==> config.mk <==
export PLATFORM = sky130hd
export DESIGN_NAME = coherent_dcache
export DESIGN_NICKNAME = d
export VERILOG_FILES = /design/src/rtl/cpu_types_pkg.sv /design/src/rtl/dcache_array.sv /design/src/rtl/coherent_dcache.sv
export SDC_FILE = /design/constraint.sdc
export NUM_CORES = 2
export LEC_CHECK = 0
export ABC_AREA = 1
export BUFFER_PORTS_ARGS = -buffer_cell sky130_fd_sc_hd__buf_2
export CAP_MARGIN = 25
export CORE_AREA = 2 2 261 457
export DETAILED_ROUTE_END_ITERATION = 10
export DIE_AREA = 0 0 263 459
export GPL_ROUTABILITY_DRIVEN = 1
export MAX_ROUTING_LAYER = met4
export PLACE_DENSITY = 0.62
export SYNTH_ARGS = -nofsm -noshare
export SYNTH_HDL_FRONTEND = slang
export SYNTH_SLANG_ARGS = --single-unit
==> constraint.sdc <==
create_clock -name CLK -period 4.29 [get_ports CLK]
set_input_delay 0.2145 -clock CLK [delete_from_list [all_inputs] [get_ports CLK]]
set_output_delay 0.2145 -clock CLK [all_outputs]
set_load 0.02 [all_outputs]
==> src/rtl/cpu_types_pkg.sv <==
// Shared CPU types for the L1 data cache slice.
// Provides the word type, cache geometry, the address breakdown used to
// index the data cache, the per-line storage record and the cache FSM
// state encoding.
package cpu_types_pkg;

  typedef logic [31:0] word_t;

  localparam int SETS  = 16;
  localparam int IDX_W = 4;
  localparam int TAG_W = 26;

  // Word address split: tag | index | byte offset.
  typedef struct packed {
    logic [TAG_W-1:0] tag;
    logic [IDX_W-1:0] idx;
    logic [1:0]       bytoff;
  } dcachef_t;

  // MSI line state: I = !valid, S = valid & !dirty, M = valid & dirty.
  typedef struct packed {
    logic             valid;
    logic             dirty;
    logic [TAG_W-1:0] tag;
    word_t            data;
  } dline_t;

  // Cache controller states, kept as plain constants so older code that
  // compares raw state bits keeps working.
  typedef logic [2:0] dcache_state_t;
  localparam dcache_state_t IDLE    = 3'd0;
  localparam dcache_state_t WB      = 3'd1;
  localparam dcache_state_t FETCH   = 3'd2;
  localparam dcache_state_t FLUSH   = 3'd3;
  localparam dcache_state_t FLUSHED = 3'd4;

endpackage

==> src/rtl/dcache_array.sv <==
// Line storage for the data cache.
// Ports:
//   CLK, nRST        clock, asynchronous active-low reset
//   rd_idx/rd_line   combinational read port (datapath or flush index)
//   sn_idx/sn_line   combinational read port (snoop index)
//   wr_en/wr_idx/wr_line  single write port, arbitrated by the parent
module dcache_array
  import cpu_types_pkg::*;
(
  input  logic             CLK,
  input  logic             nRST,
  input  logic [IDX_W-1:0] rd_idx,
  output dline_t           rd_line,
  input  logic [IDX_W-1:0] sn_idx,
  output dline_t           sn_line,
  input  logic             wr_en,
  input  logic [IDX_W-1:0] wr_idx,
  input  dline_t           wr_line
);

  dline_t lines_q [SETS];
  dline_t lines_d [SETS];

  // NOTE: every combinational output gets a default at the top of the block
  // so no path leaves it unassigned, which would otherwise infer a latch.
  always_comb begin
    lines_d = lines_q;
    if (wr_en) lines_d[wr_idx] = wr_line;
  end

  // NOTE: the array is reset in full because an asynchronous reset must leave
  // every line invalid and clean; a storage-only RAM without reset would not.
  always_ff @(posedge CLK or negedge nRST) begin
    if (!nRST) begin
      for (int i = 0; i < SETS; i++) lines_q[i] <= '0;
    end else begin
      // NOTE: non-blocking assignment for state so every flop samples
      // pre-edge values regardless of block ordering.
      lines_q <= lines_d;
    end
  end

  assign rd_line = lines_q[rd_idx];
  assign sn_line = lines_q[sn_idx];

endmodule

==> src/rtl/coherent_dcache.sv <==
// Per-CPU L1 data cache: direct-mapped, one-word lines, write-back,
// write-allocate, MSI coherence through a dual-CPU memory controller.
// Ports:
//   CLK, nRST                      clock, asynchronous active-low reset
//   halt                           start write-back flush of all lines
//   dmemREN/dmemWEN/dmemaddr/dmemstore  datapath request
//   dhit/dmemload                  datapath completion and read data
//   flushed                        flush done, sticky until reset
//   dwait/dload                    controller handshake and fill data
//   dREN/dWEN/daddr/dstore         bus request toward the controller
//   cctrans/ccwrite                coherence transaction (BusRd/BusRdX)
//   ccwait/ccinv/ccsnoopaddr       snoop request from the controller
module coherent_dcache
  import cpu_types_pkg::*;
(
  input  logic        CLK,
  input  logic        nRST,
  input  logic        halt,
  input  logic        dmemREN,
  input  logic        dmemWEN,
  input  logic [31:0] dmemaddr,
  input  logic [31:0] dmemstore,
  output logic        dhit,
  output logic [31:0] dmemload,
  output logic        flushed,
  input  logic        dwait,
  input  logic [31:0] dload,
  output logic        dREN,
  output logic        dWEN,
  output logic [31:0] daddr,
  output logic [31:0] dstore,
  output logic        cctrans,
  output logic        ccwrite,
  input  logic        ccwait,
  input  logic        ccinv,
  input  logic [31:0] ccsnoopaddr
);

  dcachef_t         req_f, snp_f;
  dline_t           rd_line, sn_line, wr_line;
  logic             wr_en;
  logic [IDX_W-1:0] rd_idx, wr_idx;
  dcache_state_t    state_q, state_d;
  logic [IDX_W-1:0] flush_idx_q, flush_idx_d;
  logic             hit, victim_m, snoop_hit;
  logic             unused_bytoff;

  assign req_f = dcachef_t'(dmemaddr);
  assign snp_f = dcachef_t'(ccsnoopaddr);
  assign unused_bytoff = ^{req_f.bytoff, snp_f.bytoff};

  // The flush walk borrows the datapath read port.
  assign rd_idx = (state_q == FLUSH) ? flush_idx_q : req_f.idx;

  dcache_array u_array (
    .CLK     (CLK),
    .nRST    (nRST),
    .rd_idx  (rd_idx),
    .rd_line (rd_line),
    .sn_idx  (snp_f.idx),
    .sn_line (sn_line),
    .wr_en   (wr_en),
    .wr_idx  (wr_idx),
    .wr_line (wr_line)
  );

  assign hit       = rd_line.valid && (rd_line.tag == req_f.tag);
  assign victim_m  = rd_line.valid && rd_line.dirty;
  assign snoop_hit = sn_line.valid && (sn_line.tag == snp_f.tag);
  assign flushed   = (state_q == FLUSHED);

  always_comb begin
    state_d     = state_q;
    flush_idx_d = flush_idx_q;
    dhit        = 1'b0;
    dmemload    = '0;
    dREN        = 1'b0;
    dWEN        = 1'b0;
    daddr       = '0;
    dstore      = '0;
    cctrans     = 1'b0;
    ccwrite     = 1'b0;
    wr_en       = 1'b0;
    wr_idx      = rd_idx;
    wr_line     = rd_line;

    if (ccwait) begin
      // Snoop owns the array write port and the bus; the FSM freezes.
      wr_idx  = snp_f.idx;
      wr_line = sn_line;
      if (snoop_hit && sn_line.dirty) begin
        dWEN   = 1'b1;
        daddr  = ccsnoopaddr;
        dstore = sn_line.data;
        if (!dwait) begin
          wr_en         = 1'b1;
          wr_line.dirty = 1'b0;
          wr_line.valid = !ccinv;
        end
      end else if (snoop_hit && ccinv) begin
        wr_en         = 1'b1;
        wr_line.valid = 1'b0;
      end
    end else begin
      case (state_q)
        IDLE: begin
          if (halt) begin
            state_d     = FLUSH;
            flush_idx_d = '0;
          end else if (dmemWEN) begin
            if (hit && rd_line.dirty) begin
              dhit         = 1'b1;
              wr_en        = 1'b1;
              wr_line.data = dmemstore;
            end else if (hit) begin
              state_d = FETCH;             // S -> M upgrade via BusRdX
            end else begin
              state_d = victim_m ? WB : FETCH;
            end
          end else if (dmemREN) begin
            if (hit) begin
              dhit     = 1'b1;
              dmemload = rd_line.data;
            end else begin
              state_d = victim_m ? WB : FETCH;
            end
          end
        end
        WB: begin
          // A snoop may have cleaned or dropped the victim meanwhile.
          if (victim_m) begin
            dWEN   = 1'b1;
            daddr  = {rd_line.tag, req_f.idx, 2'b00};
            dstore = rd_line.data;
            if (!dwait) begin
              wr_en         = 1'b1;
              wr_line.dirty = 1'b0;
              state_d       = FETCH;
            end
          end else begin
            state_d = FETCH;
          end
        end
        FETCH: begin
          dREN    = 1'b1;
          cctrans = 1'b1;
          ccwrite = dmemWEN;
          daddr   = dmemaddr;
          if (!dwait) begin
            wr_en         = 1'b1;
            wr_line.valid = 1'b1;
            wr_line.dirty = dmemWEN;
            wr_line.tag   = req_f.tag;
            wr_line.data  = dmemWEN ? dmemstore : dload;
            state_d       = IDLE;
          end
        end
        FLUSH: begin
          if (victim_m) begin
            dWEN   = 1'b1;
            daddr  = {rd_line.tag, flush_idx_q, 2'b00};
            dstore = rd_line.data;
          end
          // Clean lines retire in one cycle; dirty ones wait for the bus.
          if (!victim_m || !dwait) begin
            wr_en       = 1'b1;
            wr_line     = '0;
            flush_idx_d = flush_idx_q + 1'b1;
            if (flush_idx_q == IDX_W'(SETS - 1)) state_d = FLUSHED;
          end
        end
        FLUSHED: ;
        default: state_d = IDLE;
      endcase
    end
  end

  always_ff @(posedge CLK or negedge nRST) begin
    if (!nRST) begin
      state_q     <= IDLE;
      flush_idx_q <= '0;
    end else begin
      state_q     <= state_d;
      flush_idx_q <= flush_idx_d;
    end
  end

endmodule

==> results.sh <==
export IMPL_yosysTopAreaCell="dfrtp_1"
export IMPL_drc=4
export IMPL_fmax_mhz=211.9
export IMPL_cts_sinks=967
export IMPL_synthCells=8576
export IMPL_grt_pass1_vias=63420
export IMPL_path_class="flip-flop to primary output"
export IMPL_post_drt_wl_per_cell_um=28.65
export IMPL_drt_pass1_iterations=11
export IMPL_htreeDepth=3
export IMPL_area_growth_pct=26.28
export IMPL_slowest_stage="dfrtp_1"
export IMPL_dieArea_um2=120700
export IMPL_cp_top_family="simple AND/OR/NAND/NOR gates"
export IMPL_async_flop_share=1.000
export IMPL_portBuffers=237
export IMPL_nFillCells=10690
export IMPL_worstSetupStartpointType="flip-flop"
export IMPL_syn_area_per_cell_um2=6.781
export IMPL_endpoint_kind="primary output"
export IMPL_finalNetCount=9110
export IMPL_first_iter_violations=8622
export IMPL_core_um2=117400
export IMPL_skew_ps=48.69
export IMPL_cp_depth=25
export IMPL_initial_utilization=0.4952
export IMPL_synth_area_leaders="dfrtp_1, nand2_1, o21ai_0, nand3_1, a21oi_1"
export IMPL_hp_class="primary input to flip-flop"
export IMPL_dp_slack_ps=-223.8
export IMPL_crit_buf_inv=9
export IMPL_vias=66950
export IMPL_fin_ws_ps=-429.9
export IMPL_cts_root_buf="clkbuf_16"
export IMPL_die_w_um=263
export IMPL_syn_nets=8713
export IMPL_hold_violations=0
export IMPL_antenna_left=0
export IMPL_cts_tree="built"
export IMPL_p_comb_frac=0.472
export IMPL_cp_data_required_time_ps=4080
export IMPL_gp_congestion=1.092
export IMPL_mostFrequentLayoutCells="nand2_1, dfrtp_1, o21ai_0"
export IMPL_powerDensity_nw_per_um2=636.2
export IMPL_fin_cells=10580
export IMPL_synth_seq_cells=967
export IMPL_slowest_delay_ps=390
export IMPL_power_leakage_nw=35.36
export IMPL_whs_path_depth=4
export IMPL_ios=238
export IMPL_seqPwrFrac=0.338
export IMPL_maxCapViolCount=0
export IMPL_vdd_drop_max_mv=0.6160
export IMPL_synth_ff_type="dfrtp_1"
export IMPL_finalCriticalPeriod_ps=4720
export IMPL_reg2regPathDepth=31
export IMPL_wl_mm=303.1
export IMPL_die_h_um=459
export IMPL_synth_edf_count=0
export IMPL_tightest_slew_ps=1090
export IMPL_p_int_mw=25.96
export IMPL_ys_warn_count=0
export IMPL_total_power_mw=46.72
export IMPL_numCtsBuffers=97
export IMPL_ys_seq_area_frac=0.4161
export IMPL_grt_pass1_wl_mm=426.7
export IMPL_period_share=1.100
export IMPL_dp_cells=10270
export IMPL_grt_max_degree=121
export IMPL_drive_above_1_share=0.1620
export IMPL_setup_tns_ps=-178950
export IMPL_worst_hold_slack_ps=2.059
export IMPL_insertion_delay_ps=770
export IMPL_failed_checks="DRC, setup timing"
export IMPL_outcome="finished, violations left"
export IMPL_via_per_inst=6.329
export IMPL_synth_top_cell_area_share=0.4161
export IMPL_ys_types=45
export IMPL_slew_violations=0
export IMPL_rsz0062_at_grt="true"
export IMPL_cp_data_arrival_time_ps=4510
export IMPL_synth_area_um2=58150
export IMPL_antenna_found_initial=7
export IMPL_grt_use_total=0.4958
export IMPL_final_common_cell="nand2_1"
export IMPL_path_clk_slew_ps=60
export IMPL_path_max_fanout=10
export IMPL_power_frac_clock=0.190
export IMPL_relSlewSlack=0.2731
export IMPL_p_sw_frac=0.4444
export IMPL_setup_viol=1049
export IMPL_hpwl_mm=187.6
export IMPL_rows=167
export IMPL_clockBufferDepth=3
export IMPL_grt_overflow_total=0
export IMPL_p_switching_mw=20.76
synthesized netlist by cell type (63+ instances only):
cell      number
o221ai_1      86
a211oi_1      67
dfrtp_1      967
a21oi_1      422
o22ai_1       63
clkbuf_1     413
o211ai_1     172
nor2_1       423
nand2_1     3331
buf_2        222
nand3_1      740
o21ai_1       63
inv_1        402
o21ai_0      929
timing repair:
action                                  4_1_cts  5_1_grt
resized for setup                           423      278
cloned                                       23       24
endpoints found under the hold margin        82        0
hold buffers                                  4        0
endpoints found under the setup margin      871     1058
pin swaps                                    69       61
setup buffers                                51       37
layout make-up:
cell class                      count  area [µm²]  share of cell area
Multi-Input combinational cell   6471       30950              0.4215
Sequential cell                   967       24200              0.3295
Timing Repair Buffer             1008       11400              0.1552
Clock buffer                      146        2882             0.03924
Tap cell                         1521        1903             0.02591
Inverter                          426        1729             0.02355
Clock inverter                     30       342.8            0.004668
Antenna cell                        7       17.52           0.0002385
Timing Repair inverter              2       15.01           0.0002045
power groups by stage:
stage               clock [mW]  combinational, mW  sequential (mW)
floorplan                    0               11.1             14.9
global placement             0               19.0             15.6
detailed placement           0               19.3             15.7
CTS                       8.93               20.6             15.6
global route              9.29               23.5             16.1
finish                    8.90               22.0             15.8
kinds of logic (layout without fill, tap and decap cells):
kind of cell	after synthesis	count (layout)	synth area share
simple gates	4531	4534	0.3106
compound gates	1928	1928	0.1893
buf+inv	1141	1612	0.08249
flops	967	967	0.4161
xor+xnor	8	8	0.001205
fa+ha+maj	1	1	0.0002151
other cells	0	7	0
tightest hold or removal path, stage by stage:
cell and delay [ps]:
buf_2 160, nand2_1 110, a21oi_1 70, o22ai_1 120
state kept, by name, summed over array words and instances, names as in the netlist:
| signal | cells |
|---|---|
| flush_idx_q | 4 |
| u_array.lines_q | 960 |
| state_q | 3 |
stage by stage:
| step | instance area [µm²] | utilization |
|---|---|---|
| 2_1_floorplan | 58150 | - |
| 3_3_place_gp | 65590 | 0.5585 |
| 3_5_place_dp | 65590 | 0.5585 |
| 4_1_cts | 71610 | 0.6098 |
| 5_1_grt | 73430 | 0.6253 |
| 6_report | 73440 | 0.6254 |
routing by layer:
| metal | wire [µm] | part of all wire | track usage |
|---|---|---|---|
| met1 | 96140 | 0.32 | 0.5139 |
| met5 | 0 | 0 | - |
| met3 | 28950 | 0.096 | 0.09354 |
| met4 | 42430 | 0.14 | 0.5390 |
| met2 | 135600 | 0.45 | 0.7602 |
path summary, 6_finish.rpt:
| kind | start | to | slack [ps] |
|---|---|---|---|
| max in group asynchronous | nRST | u_array.lines_q[508]$_DFFE_PN0P_ | 2910 |
| min | dmemWEN | state_q[0]$_DFFE_PN0P_ | 2 |
| max reg2reg | state_q[2]$_DFFE_PN0P_ | u_array.lines_q[379]$_DFFE_PN0P_ | -320 |
| max | state_q[2]$_DFFE_PN0P_ | dmemload[12] | -430 |
| min in group asynchronous | nRST | u_array.lines_q[341]$_DFFE_PN0P_ | 60 |
| min reg2reg | u_array.lines_q[425]$_DFFE_PN0P_ | u_array.lines_q[425]$_DFFE_PN0P_ | 480 |
(Power assumes the default switching activity.)
